--- config.mk ---
export PLATFORM = sky130hd
export DESIGN_NAME = key_sched_ctrl
export DESIGN_NICKNAME = d
export VERILOG_FILES = /design/src/rtl/aes_pkg.sv /design/src/rtl/key_sched_store.sv /design/src/rtl/key_sched_ctrl.sv
export SDC_FILE = /design/constraint.sdc
export NUM_CORES = 2
export LEC_CHECK = 0
export BUFFER_PORTS_ARGS = -buffer_cell sky130_fd_sc_hd__buf_2
export CAP_MARGIN = 10
export CORE_ASPECT_RATIO = 1.4
export CORE_MARGIN = 5
export CORE_UTILIZATION = 50
export CTS_BUF_LIST = sky130_fd_sc_hd__clkbuf_2
export DETAILED_ROUTE_END_ITERATION = 7
export GPL_TIMING_DRIVEN = 0
export PLACE_DENSITY = 0.71
export SLEW_MARGIN = 20
export SYNTH_ARGS = -nofsm -noshare
export SYNTH_HDL_FRONTEND = slang
export SYNTH_HIERARCHICAL = 1
export SYNTH_SLANG_ARGS = --single-unit
--- constraint.sdc ---
create_clock -name clk -period 16.2 [get_ports clk]
set_clock_uncertainty 0.05 [all_clocks]
set_input_delay 4.86 -clock clk [delete_from_list [all_inputs] [get_ports clk]]
set_output_delay 4.86 -clock clk [all_outputs]
set_load 0.005 [all_outputs]
--- src/rtl/aes_pkg.sv ---
// Shared encodings, round-count lookup and FSM state type for the key-schedule sequencer.
// KEY_SCHED_ZEROIZE_EN adds the ZERO state to the state type.
package aes_pkg;

  localparam logic [1:0] NK_128 = 2'b00;
  localparam logic [1:0] NK_192 = 2'b01;
  localparam logic [1:0] NK_256 = 2'b11;

  localparam int RK_W = 128;

`ifdef KEY_SCHED_ZEROIZE_EN
  typedef enum logic [2:0] {
    ST_IDLE,
    ST_START,
    ST_LOAD,
    ST_COLLECT,
    ST_ZERO
  } ks_state_t;
`else
  typedef enum logic [2:0] {
    ST_IDLE,
    ST_START,
    ST_LOAD,
    ST_COLLECT
  } ks_state_t;
`endif

  function automatic logic [3:0] nr_of(input logic [1:0] nk);
    case (nk)
      NK_192:  return 4'd12;
      NK_256:  return 4'd14;
      default: return 4'd10;
    endcase
  endfunction

  function automatic logic [3:0] nk_words(input logic [1:0] nk);
    case (nk)
      NK_128:  return 4'd4;
      NK_192:  return 4'd6;
      default: return 4'd8;
    endcase
  endfunction

endpackage

--- src/rtl/key_sched_store.sv ---
// Round-key register file: one write port, registered read port (1-cycle latency) that
// returns 0 for indices beyond rd_max or while rd_allow is low; no backpressure.
module key_sched_store
  import aes_pkg::*;
#(
  parameter int RK_DEPTH = 15
) (
  input  logic            clk,
  input  logic            rst,
  input  logic            wr_en,
  input  logic [3:0]      wr_addr,
  input  logic [RK_W-1:0] wr_data,
  input  logic            rd_en,
  input  logic [3:0]      rd_addr,
  input  logic [3:0]      rd_max,
  input  logic            rd_allow,
  output logic [RK_W-1:0] rd_data
);

  // Contents deliberately survive reset; only a new schedule or a wipe replaces them.
  logic [RK_W-1:0] mem [RK_DEPTH];

  logic rd_in_range;
  assign rd_in_range = rd_allow && (rd_addr <= rd_max) && (32'(rd_addr) < RK_DEPTH);

  always_ff @(posedge clk) begin
    if (wr_en && (32'(wr_addr) < RK_DEPTH)) begin
      mem[wr_addr] <= wr_data;
    end
  end

  always_ff @(posedge clk or posedge rst) begin
    if (rst) begin
      rd_data <= '0;
    end else if (rd_en) begin
      rd_data <= rd_in_range ? mem[rd_addr] : '0;
    end
  end

endmodule

--- src/rtl/key_sched_ctrl.sv ---
// Key-schedule sequencer: latches a key, issues ke_start then Nk words (one per cycle) and collects
// round keys into the store; key_start only taken while key_ready. KEY_SCHED_ZEROIZE_EN adds key_clear.
module key_sched_ctrl
  import aes_pkg::*;
#(
  parameter int TIMEOUT  = 64,
  parameter int RK_DEPTH = 15
) (
  input  logic            clk,
  input  logic            rst,
  input  logic [1:0]      cfg_nk,
  input  logic [255:0]    key_in,
  input  logic            key_start,
`ifdef KEY_SCHED_ZEROIZE_EN
  input  logic            key_clear,
`endif
  output logic            key_ready,
  output logic            key_valid,
  output logic            key_err,
  output logic [3:0]      nr,
  output logic [1:0]      ke_nk,
  output logic            ke_start,
  output logic            ke_w_valid,
  output logic [31:0]     ke_w,
  input  logic            ke_busy,
  input  logic            ke_rk_valid,
  input  logic            ke_rk_first,
  input  logic            ke_rk_last,
  input  logic [RK_W-1:0] ke_rk,
  input  logic            rk_rd_en,
  input  logic [3:0]      rk_rd_addr,
  output logic [RK_W-1:0] rk_rd_data
);

  localparam int IW = $clog2(TIMEOUT + 1);

  ks_state_t        state, state_n;
  logic [7:0][31:0] key_q;
  logic [1:0]       nk_q;
  logic [3:0]       nr_q;
  logic             key_valid_q;
  logic             key_err_q;
  logic [2:0]       wcnt;
  logic [4:0]       wr_ptr;
  logic [IW-1:0]    idle_cnt;

  logic             accept;
  logic             reject;
  logic             collecting;
  logic             abort;
  logic             rk_hit;
  logic [4:0]       wr_idx;
  logic             wr_fit;
  logic [4:0]       wr_cnt_n;
  logic             last_ok;

  logic             st_wr_en;
  logic [3:0]       st_wr_addr;
  logic [RK_W-1:0]  st_wr_data;

  // Progress is tracked from the round-key stream itself; busy is not needed for sequencing.
  logic             ke_busy_unused;
  assign ke_busy_unused = ke_busy;

`ifdef KEY_SCHED_ZEROIZE_EN
  logic             zero_pend;
  logic [3:0]       zptr;
  logic             zero_go;
  assign zero_go = zero_pend || key_clear;
`endif

  assign key_valid = key_valid_q;
  assign key_err   = key_err_q;
  assign nr        = nr_q;
  assign ke_nk     = nk_q;

  // Round-key capture: a first flag restarts the schedule at index 0.
  assign rk_hit   = collecting && ke_rk_valid;
  assign wr_idx   = ke_rk_first ? 5'd0 : wr_ptr;
  assign wr_fit   = wr_idx <= {1'b0, nr_q};
  assign wr_cnt_n = ke_rk_first ? 5'd1 : ((wr_ptr == 5'd16) ? 5'd16 : wr_ptr + 5'd1);
  assign last_ok  = wr_cnt_n == ({1'b0, nr_q} + 5'd1);

  always_ff @(posedge clk or posedge rst) begin
    if (rst) begin
      state <= ST_IDLE;
    end else begin
      state <= state_n;
    end
  end

  always_comb begin
    state_n    = state;
    accept     = 1'b0;
    reject     = 1'b0;
    collecting = 1'b0;
    abort      = 1'b0;
    key_ready  = 1'b0;
    ke_start   = 1'b0;
    ke_w_valid = 1'b0;
    ke_w       = '0;
    case (state)
      ST_IDLE: begin
`ifdef KEY_SCHED_ZEROIZE_EN
        key_ready = !zero_go;
        if (zero_go) begin
          state_n = ST_ZERO;
        end else
`else
        key_ready = 1'b1;
`endif
        if (key_start) begin
          if (cfg_nk == 2'b10) begin
            reject = 1'b1;
          end else begin
            accept  = 1'b1;
            state_n = ST_START;
          end
        end
      end
      ST_START: begin
        ke_start = 1'b1;
        state_n  = ST_LOAD;
      end
      ST_LOAD: begin
        ke_w_valid = 1'b1;
        ke_w       = key_q[wcnt];
        collecting = 1'b1;
        if ({1'b0, wcnt} == nk_words(nk_q) - 4'd1) begin
          state_n = ST_COLLECT;
        end
      end
      ST_COLLECT: begin
        collecting = 1'b1;
        if (!ke_rk_valid && (idle_cnt == IW'(TIMEOUT - 1))) begin
          abort   = 1'b1;
          state_n = ST_IDLE;
        end
      end
`ifdef KEY_SCHED_ZEROIZE_EN
      ST_ZERO: begin
        if (zptr == 4'(RK_DEPTH - 1)) begin
          state_n = ST_IDLE;
        end
      end
`endif
      default: state_n = ST_IDLE;
    endcase
    if (rk_hit && ke_rk_last) begin
      state_n = ST_IDLE;
    end
  end

  always_ff @(posedge clk or posedge rst) begin
    if (rst) begin
      key_q       <= '0;
      nk_q        <= 2'b00;
      nr_q        <= 4'd0;
      key_valid_q <= 1'b0;
      key_err_q   <= 1'b0;
      wcnt        <= 3'd0;
      wr_ptr      <= 5'd0;
      idle_cnt    <= '0;
    end else begin
      if (accept) begin
        key_q       <= key_in;
        nk_q        <= cfg_nk;
        nr_q        <= nr_of(cfg_nk);
        key_valid_q <= 1'b0;
        key_err_q   <= 1'b0;
        wcnt        <= 3'd0;
        wr_ptr      <= 5'd0;
        idle_cnt    <= '0;
      end
      if (reject) begin
        key_err_q <= 1'b1;
      end
      if (state == ST_LOAD) begin
        wcnt <= wcnt + 3'd1;
      end
      if (rk_hit) begin
        wr_ptr   <= wr_cnt_n;
        idle_cnt <= '0;
        if (!wr_fit) begin
          key_err_q <= 1'b1;
        end
        if (ke_rk_last) begin
          if (last_ok) begin
            key_valid_q <= 1'b1;
          end else begin
            key_err_q <= 1'b1;
          end
        end
      end else if (state == ST_COLLECT) begin
        idle_cnt <= idle_cnt + 1'b1;
      end
      if (abort) begin
        key_err_q   <= 1'b1;
        key_valid_q <= 1'b0;
      end
`ifdef KEY_SCHED_ZEROIZE_EN
      if (state_n == ST_ZERO && state == ST_IDLE) begin
        key_valid_q <= 1'b0;
      end
`endif
    end
  end

`ifdef KEY_SCHED_ZEROIZE_EN
  // A wipe is owed after every reset and after any key_clear seen while busy.
  always_ff @(posedge clk or posedge rst) begin
    if (rst) begin
      zero_pend <= 1'b1;
      zptr      <= 4'd0;
    end else begin
      if (state == ST_IDLE && zero_go) begin
        zero_pend <= 1'b0;
        zptr      <= 4'd0;
      end else if (state == ST_ZERO) begin
        zptr <= zptr + 4'd1;
      end else if (key_clear && state != ST_IDLE) begin
        zero_pend <= 1'b1;
      end
    end
  end
`endif

  always_comb begin
    st_wr_en   = rk_hit && wr_fit;
    st_wr_addr = wr_idx[3:0];
    st_wr_data = ke_rk;
`ifdef KEY_SCHED_ZEROIZE_EN
    if (state == ST_ZERO) begin
      st_wr_en   = 1'b1;
      st_wr_addr = zptr;
      st_wr_data = '0;
    end
`endif
  end

  key_sched_store #(
    .RK_DEPTH (RK_DEPTH)
  ) u_store (
    .clk      (clk),
    .rst      (rst),
    .wr_en    (st_wr_en),
    .wr_addr  (st_wr_addr),
    .wr_data  (st_wr_data),
    .rd_en    (rk_rd_en),
    .rd_addr  (rk_rd_addr),
    .rd_max   (nr_q),
    .rd_allow (key_valid_q),
    .rd_data  (rk_rd_data)
  );

endmodule

# Word-level counts from Yosys, hierarchy flattened
# Memories as Yosys holds them, arrays and structs flattened.
# Cells that the tools add are included.
dict set report totals {
  ramBits 1920
  wordCells 107
  reg_bits 410
  mem_count 1
  input_bits 398
  out_inout_bits 171
}
# memory depth width read_ports rd_ports_with_merged_regs wr line
set mem_list {}
lappend mem_list {u_store.mem 15 128 1 0 1 key_sched_store.sv:21} ;# logic [RK_W-1:0] mem [RK_DEPTH];
dict set report op_classes {
  n_reduce_logical 15
  n_lt_le_gt_ge 5
  mux 49
  n_eq_ne 15
  add_sub_neg 5
}
# op count
set op_table {}
lappend op_table {{$mux 128} 1}
lappend op_table {{$bmux 32 s3} 1}
lappend op_table {{$mux 32} 2}
lappend op_table {{$mux 1} 26}
lappend op_table {{$mux 5} 5}
lappend op_table {{$mux 3} 7}
lappend op_table {{$mux 7} 3}
lappend op_table {{$ne 3x3->1 const B} 4}
lappend op_table {{$pmux 3 s4} 1}
lappend op_table {{$lt 4x4->1 const B} 2}
lappend op_table {{$pmux 4 s2} 1}
lappend op_table {{$add 7x1->7 const B} 1}
lappend op_table {{$eq 7x6->1 const B} 1}
lappend op_table {{$logic_and 1x1->1} 7}
lappend op_table {{$eq 3x2->1 const B} 2}
lappend op_table {{$pmux 3 s2} 1}
lappend op_table {{$add 4x1->5 const B} 1}
lappend op_table {{$add 5x1->5 const B} 1}
lappend op_table {{$eq 5x5->1} 1}
lappend op_table {{$eq 5x5->1 const B} 1}
lappend op_table {{$le 5x4->1} 1}
lappend op_table {{$eq 2x1->1 const B} 2}
lappend op_table {{$eq 2x2->1 const B} 2}
lappend op_table {{$eq 3x4->1} 1}
lappend op_table {{other kinds (13)} 14}

# Depth between registers and ports, before layout
dict set report logic_depth {
  depth_word 11
  mapped_depth 10
  depth_no_buf 8
}

# Modules after synthesis
# The synthesis kept the hierarchy.
# mod cells_per_inst instances area_per_inst_um2
set by_module_without_submodules {}
lappend by_module_without_submodules {key_sched_store 4137 1 79463.7}
lappend by_module_without_submodules {key_sched_ctrl 1397 1 13146.4}

# Worst setup path after synthesis
# Ideal clock, no wire load.
dict set report synth_timing {
  path_type {input to register}
  startpoint {input ke_rk_first}
  endpoint {memory u_store.mem[0][0], enable pin}
  stages 8
  path_buffers 0
  setup_slack_ps 96
  required_time_ps 15378
  arrival_time_ps 15283
  cell_sequence {and2b_2 ha_1 nand2_1 or3b_1 a22o_1 nor2_1 or3b_2 nor3_1}
}
dict set report synth_via {
  elab_chain_len 6
  word_cells_on_any_way 7
  cone_classes {order compare: 2; mux: 3; reduce/logical: 2}
}
# item line
set synth_rtl {}
lappend synth_rtl {{start: declaration} key_sched_ctrl.sv:27} ;# input logic ke_rk_first,
lappend synth_rtl {{$mux 5} key_sched_ctrl.sv:79} ;# assign wr_idx = ke_rk_first ? 5'd0 : wr_ptr;
lappend synth_rtl {{$le 5x4->1} key_sched_ctrl.sv:80} ;# assign wr_fit = wr_idx <= {1'b0, nr_q};
lappend synth_rtl {{$logic_and 1x1->1} key_sched_ctrl.sv:229} ;# st_wr_en = rk_hit && wr_fit;
lappend synth_rtl {{named net st_wr_en} key_sched_ctrl.sv:57} ;# logic st_wr_en;
lappend synth_rtl {{$logic_and 1x1->1} key_sched_store.sv:27} ;# if (wr_en && (32'(wr_addr) < RK_DEPTH)) begin
lappend synth_rtl {{$mux 1} key_sched_store.sv:27}
lappend synth_rtl {{$mux 1 (not written as such)} key_sched_store.sv:28} ;# mem[wr_addr] <= wr_data;
lappend synth_rtl {{end: declaration} key_sched_store.sv:21}
# The timed path passes the listed nets, and every way through them passes these cells.

# Final worst setup path
dict set report layout_timing {
  startpoint {register state[0]}
  endpoint {output ke_w[14]}
}
dict set report layout_via {
  elab_chain_len 2
}
# item line
set layout_rtl {}
lappend layout_rtl {{start: declaration} key_sched_ctrl.sv:37} ;# ks_state_t state, state_n;
lappend layout_rtl {{start signal: assignment} key_sched_ctrl.sv:88} ;# state <= state_n;
lappend layout_rtl {{$eq 3x2->1} key_sched_ctrl.sv:102} ;# case (state)
lappend layout_rtl {{$mux 32} key_sched_ctrl.sv:102}
lappend layout_rtl {{end: declaration} key_sched_ctrl.sv:24} ;# output logic [31:0] ke_w,
# Every way passes these cells.

==> flow_summary.yaml <==
run_status:
  outcome: "finished, final reports clean"
cts:
  cts.sinks: 2328
  cts_buffer_depth: 4
  cts-resized-gates: 0
  path_clk_slew_ns: 0.09
  cts_tree: "yes"
  postCtsSetupBuffers: 0
  clockRootBuffer: "clkbuf_2"
  numCtsBuffers: 563
  ctsHtreeMaxLevel: 6
  clock_latency_ns: 1.79
  holdBufCountCts: 0
layout:
  finalNonFillerCells: 9744
  final_common_cell: "edfxtp_1"
  final_cell_mix: "1920 x edfxtp_1, 1030 x nand2_1, 821 x clkbuf_2"
  fin_nets: 7251
  drive_above_1_share: 0.301
  area_delta_synth_final_pct: 15.2
synth:
  ys.warnings.count: 6
  synth_cell_types: 63
  synthArstFlopShare: 0.175
  synth_edf_count: 1920
  syn-cell-area_um2: 92600
  ys_seq_area_frac: 0.733
  ys.flop_type: "edfxtp_1"
  synth_area_per_cell_um2: 16.7
  ys_seq_elements: 2328
  syn_inst: 5534
pwr:
  power_density_nw_per_um2: 123
  max-vdd-ir-drop_mv: 0.0902
  p_leak_nw: 40.6
min_path:
  worst_hold_path_type: "flop to flop"
sta:
  max-slew-margin-rel: 0.165
  period_needed_ns: 9.84
  final.setup.worst_slack_ns: 6.36
  drv_slew: 0
  maxClockFrequency_mhz: 102
  worst_pin_slew_ns: 1.25
  period_share: 0.608
  final-hold-violation-count: 0
  setup_viol: 0
  rsz0062_at_grt: "no"
  finalSetupTns_ns: 0
worst_setup_path:
  worstPathArrival_ns: 4.93
  crit_chain: "inv_1 -> ha_1 -> clkbuf_1 -> clkbuf_1 -> nor2b_1 -> buf_2"
  end_kind: "output pin"
  cpMostUsedCell: "clkbuf_1"
  setup.worst_path.start_class: "flop"
  max_stage_delay_ns: 0.75
  required_ns: 11.29
  cp_max_fo: 10
  cpLargestDelayFamily: "buffers and inverters"
  cp_num_buf_inv: 4
  crit_path_top_delay_cell: "clkbuf_1"
  crit_type: "flop to output pin"
route:
  first_iter_violations: 5198
  drcViolationCount: 0
  postRouteAntennaNets: 0
  via_per_inst: 5.79
  firstDrtPassIters: 5
  routed_wl_um: 276000
  vias: 56500
  post_drt_wl_per_cell_um: 28.3
floorplanning:
  die_h_um: 519
  die_x_um: 374
  num_rows: 187
  io_pins: 569
  dieArea_um2: 194000
  fp.coreArea_um2: 185000
  initial_core_util: 0.501
global_routing:
  grt_pass1_vias: 58900
  track_usage: 0.280
  overflow: 0
  grt_max_degree: 98
  grt_pass1_wl_um: 397000
  antenna_found_initial: 60
flow_run:
  drv_cap: 0
place:
  post-place-ws_ns: 6.69
  io_buffers: 566
  dp_hpwl_um: 195000
  place_inst: 8730
  gp_congestion: 0.956
area by class of cell:
| class | count | area (µm²) |
|---|---|---|
| inverters | 17 | 78.8 |
| well taps | 2457 | 3070 |
| plain buffers | 345 | 1670 |
| fillers | 14500 | 78200 |
| multi-input cells | 2845 | 23100 |
| diodes | 30 | 75.1 |
| clock inverters | 170 | 1070 |
| repair buffers | 738 | 5610 |
| clock buffers | 814 | 4070 |
| flip-flops and latches | 2328 | 67900 |
cell usage after synthesis (4+ instances only):
cell type / count / area share
edfxtp_1: 1920 / 0.62
nand2_1: 1030 / 0.042
mux2i_1: 417 / 0.045
dfrtp_1: 408 / 0.11
mux4_2: 282 / 0.069
clkbuf_1: 164 / 0.0066
o21ai_0: 148 / 0.0080
nand2b_1: 133 / 0.0090
o22ai_1: 130 / 0.0088
a211oi_1: 128 / 0.010
a21oi_1: 122 / 0.0066
o221ai_1: 116 / 0.011
mux2_2: 115 / 0.014
buf_2: 110 / 0.0059
nor2b_1: 53 / 0.0036
mux4_1: 38 / 0.011
buf_1: 36 / 0.0015
a22oi_1: 26 / 0.0021
buf_6: 23 / 0.0028
nor2_1: 22 / 0.00089
inv_1: 16 / 0.00065
ha_1: 15 / 0.0020
buf_4: 10 / 0.00081
nor3_1: 8 / 0.00043
nand3_1: 5 / 0.00027
nand3b_1: 5 / 0.00041
a22o_1: 4 / 0.00038
cells by family after synthesis:
kind of cell	count (synthesis)	share of synthesized area
AOI/OAI and AO/OA	697	0.0496
DFF	2328	0.733
buffers and inverters	362	0.0187
xor gates and xnor gates	4	0.000378
other	1	0.0000405
muxes	852	0.138
adders and majority gates	15	0.00203
and+or+nand+nor	1275	0.0581
where the power goes:
part / switching (mW) / total, mW / internal [mW]
clock: 2.31 / 3.89 / 1.58
sequential: 0.227 / 7.14 / 6.91
combinational: 1.32 / 2.13 / 0.807
total: 3.86 / 13.2 / 9.30
metal layers:
layer | share of wire | GRT usage | vias up
met5 | 0.0013 | 0 | -
met4 | 0.040 | 0.115 | 54
met3 | 0.088 | 0.0805 | 571
met2 | 0.51 | 0.483 | 2729
met1 | 0.36 | 0.332 | 28700
li1 | - | - | 24400
metrics by stage:
stage / area [µm²] / util / power (mW) / hold slack, ns
final: 107000 / 0.577 / 13.2 / 0.423
after global routing: 107000 / 0.577 / 13.8 / 0.442
after CTS: 107000 / 0.577 / 13.3 / 0.431
after detailed placement: 101000 / 0.549 / 9.41 / 0.407
after global placement: 98500 / 0.533 / 9.36 / 0.402
after floorplan: 92600 / - / 8.47 / 0.390
sequential cells by signal, indices dropped and copies added (netlist names):
signal	cells
wr_ptr	5
key_valid	1
key_err	1
u_store/rd_data	128
wcnt	3
u_store/mem	1920
nr	3
key_q	256
ke_nk	2
state	2
idle_cnt	7
worst register-to-register path, cell delays in order (launching register included):
cell and delay (ns):
dfrtp_1 0.47, and2b_2 0.28, ha_1 0.28, nand2_1 0.05, or3b_1 0.34, a22o_1 0.24, nor2_1 0.22, nand3_1 0.27
nor3_2 0.78, buf_4 0.36, buf_4 0.22, buf_4 0.21, buf_4 0.23, buf_4 0.23, buf_4 0.20, buf_4 0.21
path summary, 6_finish.rpt:
check	start	end	slack (ns)	depth (start not counted)
max reg2reg	wr_ptr[2]	u_store/mem[12][29]	11.23	15
min	key_q[229]	key_q[229]	0.42	2
max	state[0]	ke_w[14]	6.36	6
min in group asynchronous	rst	u_store/rd_data[61]	3.12	2
min reg2reg	key_q[229]	key_q[229]	0.42	2
max in group asynchronous	rst	key_q[85]	11.30	4
No activity file was read; power rests on OpenSTA's default activity.
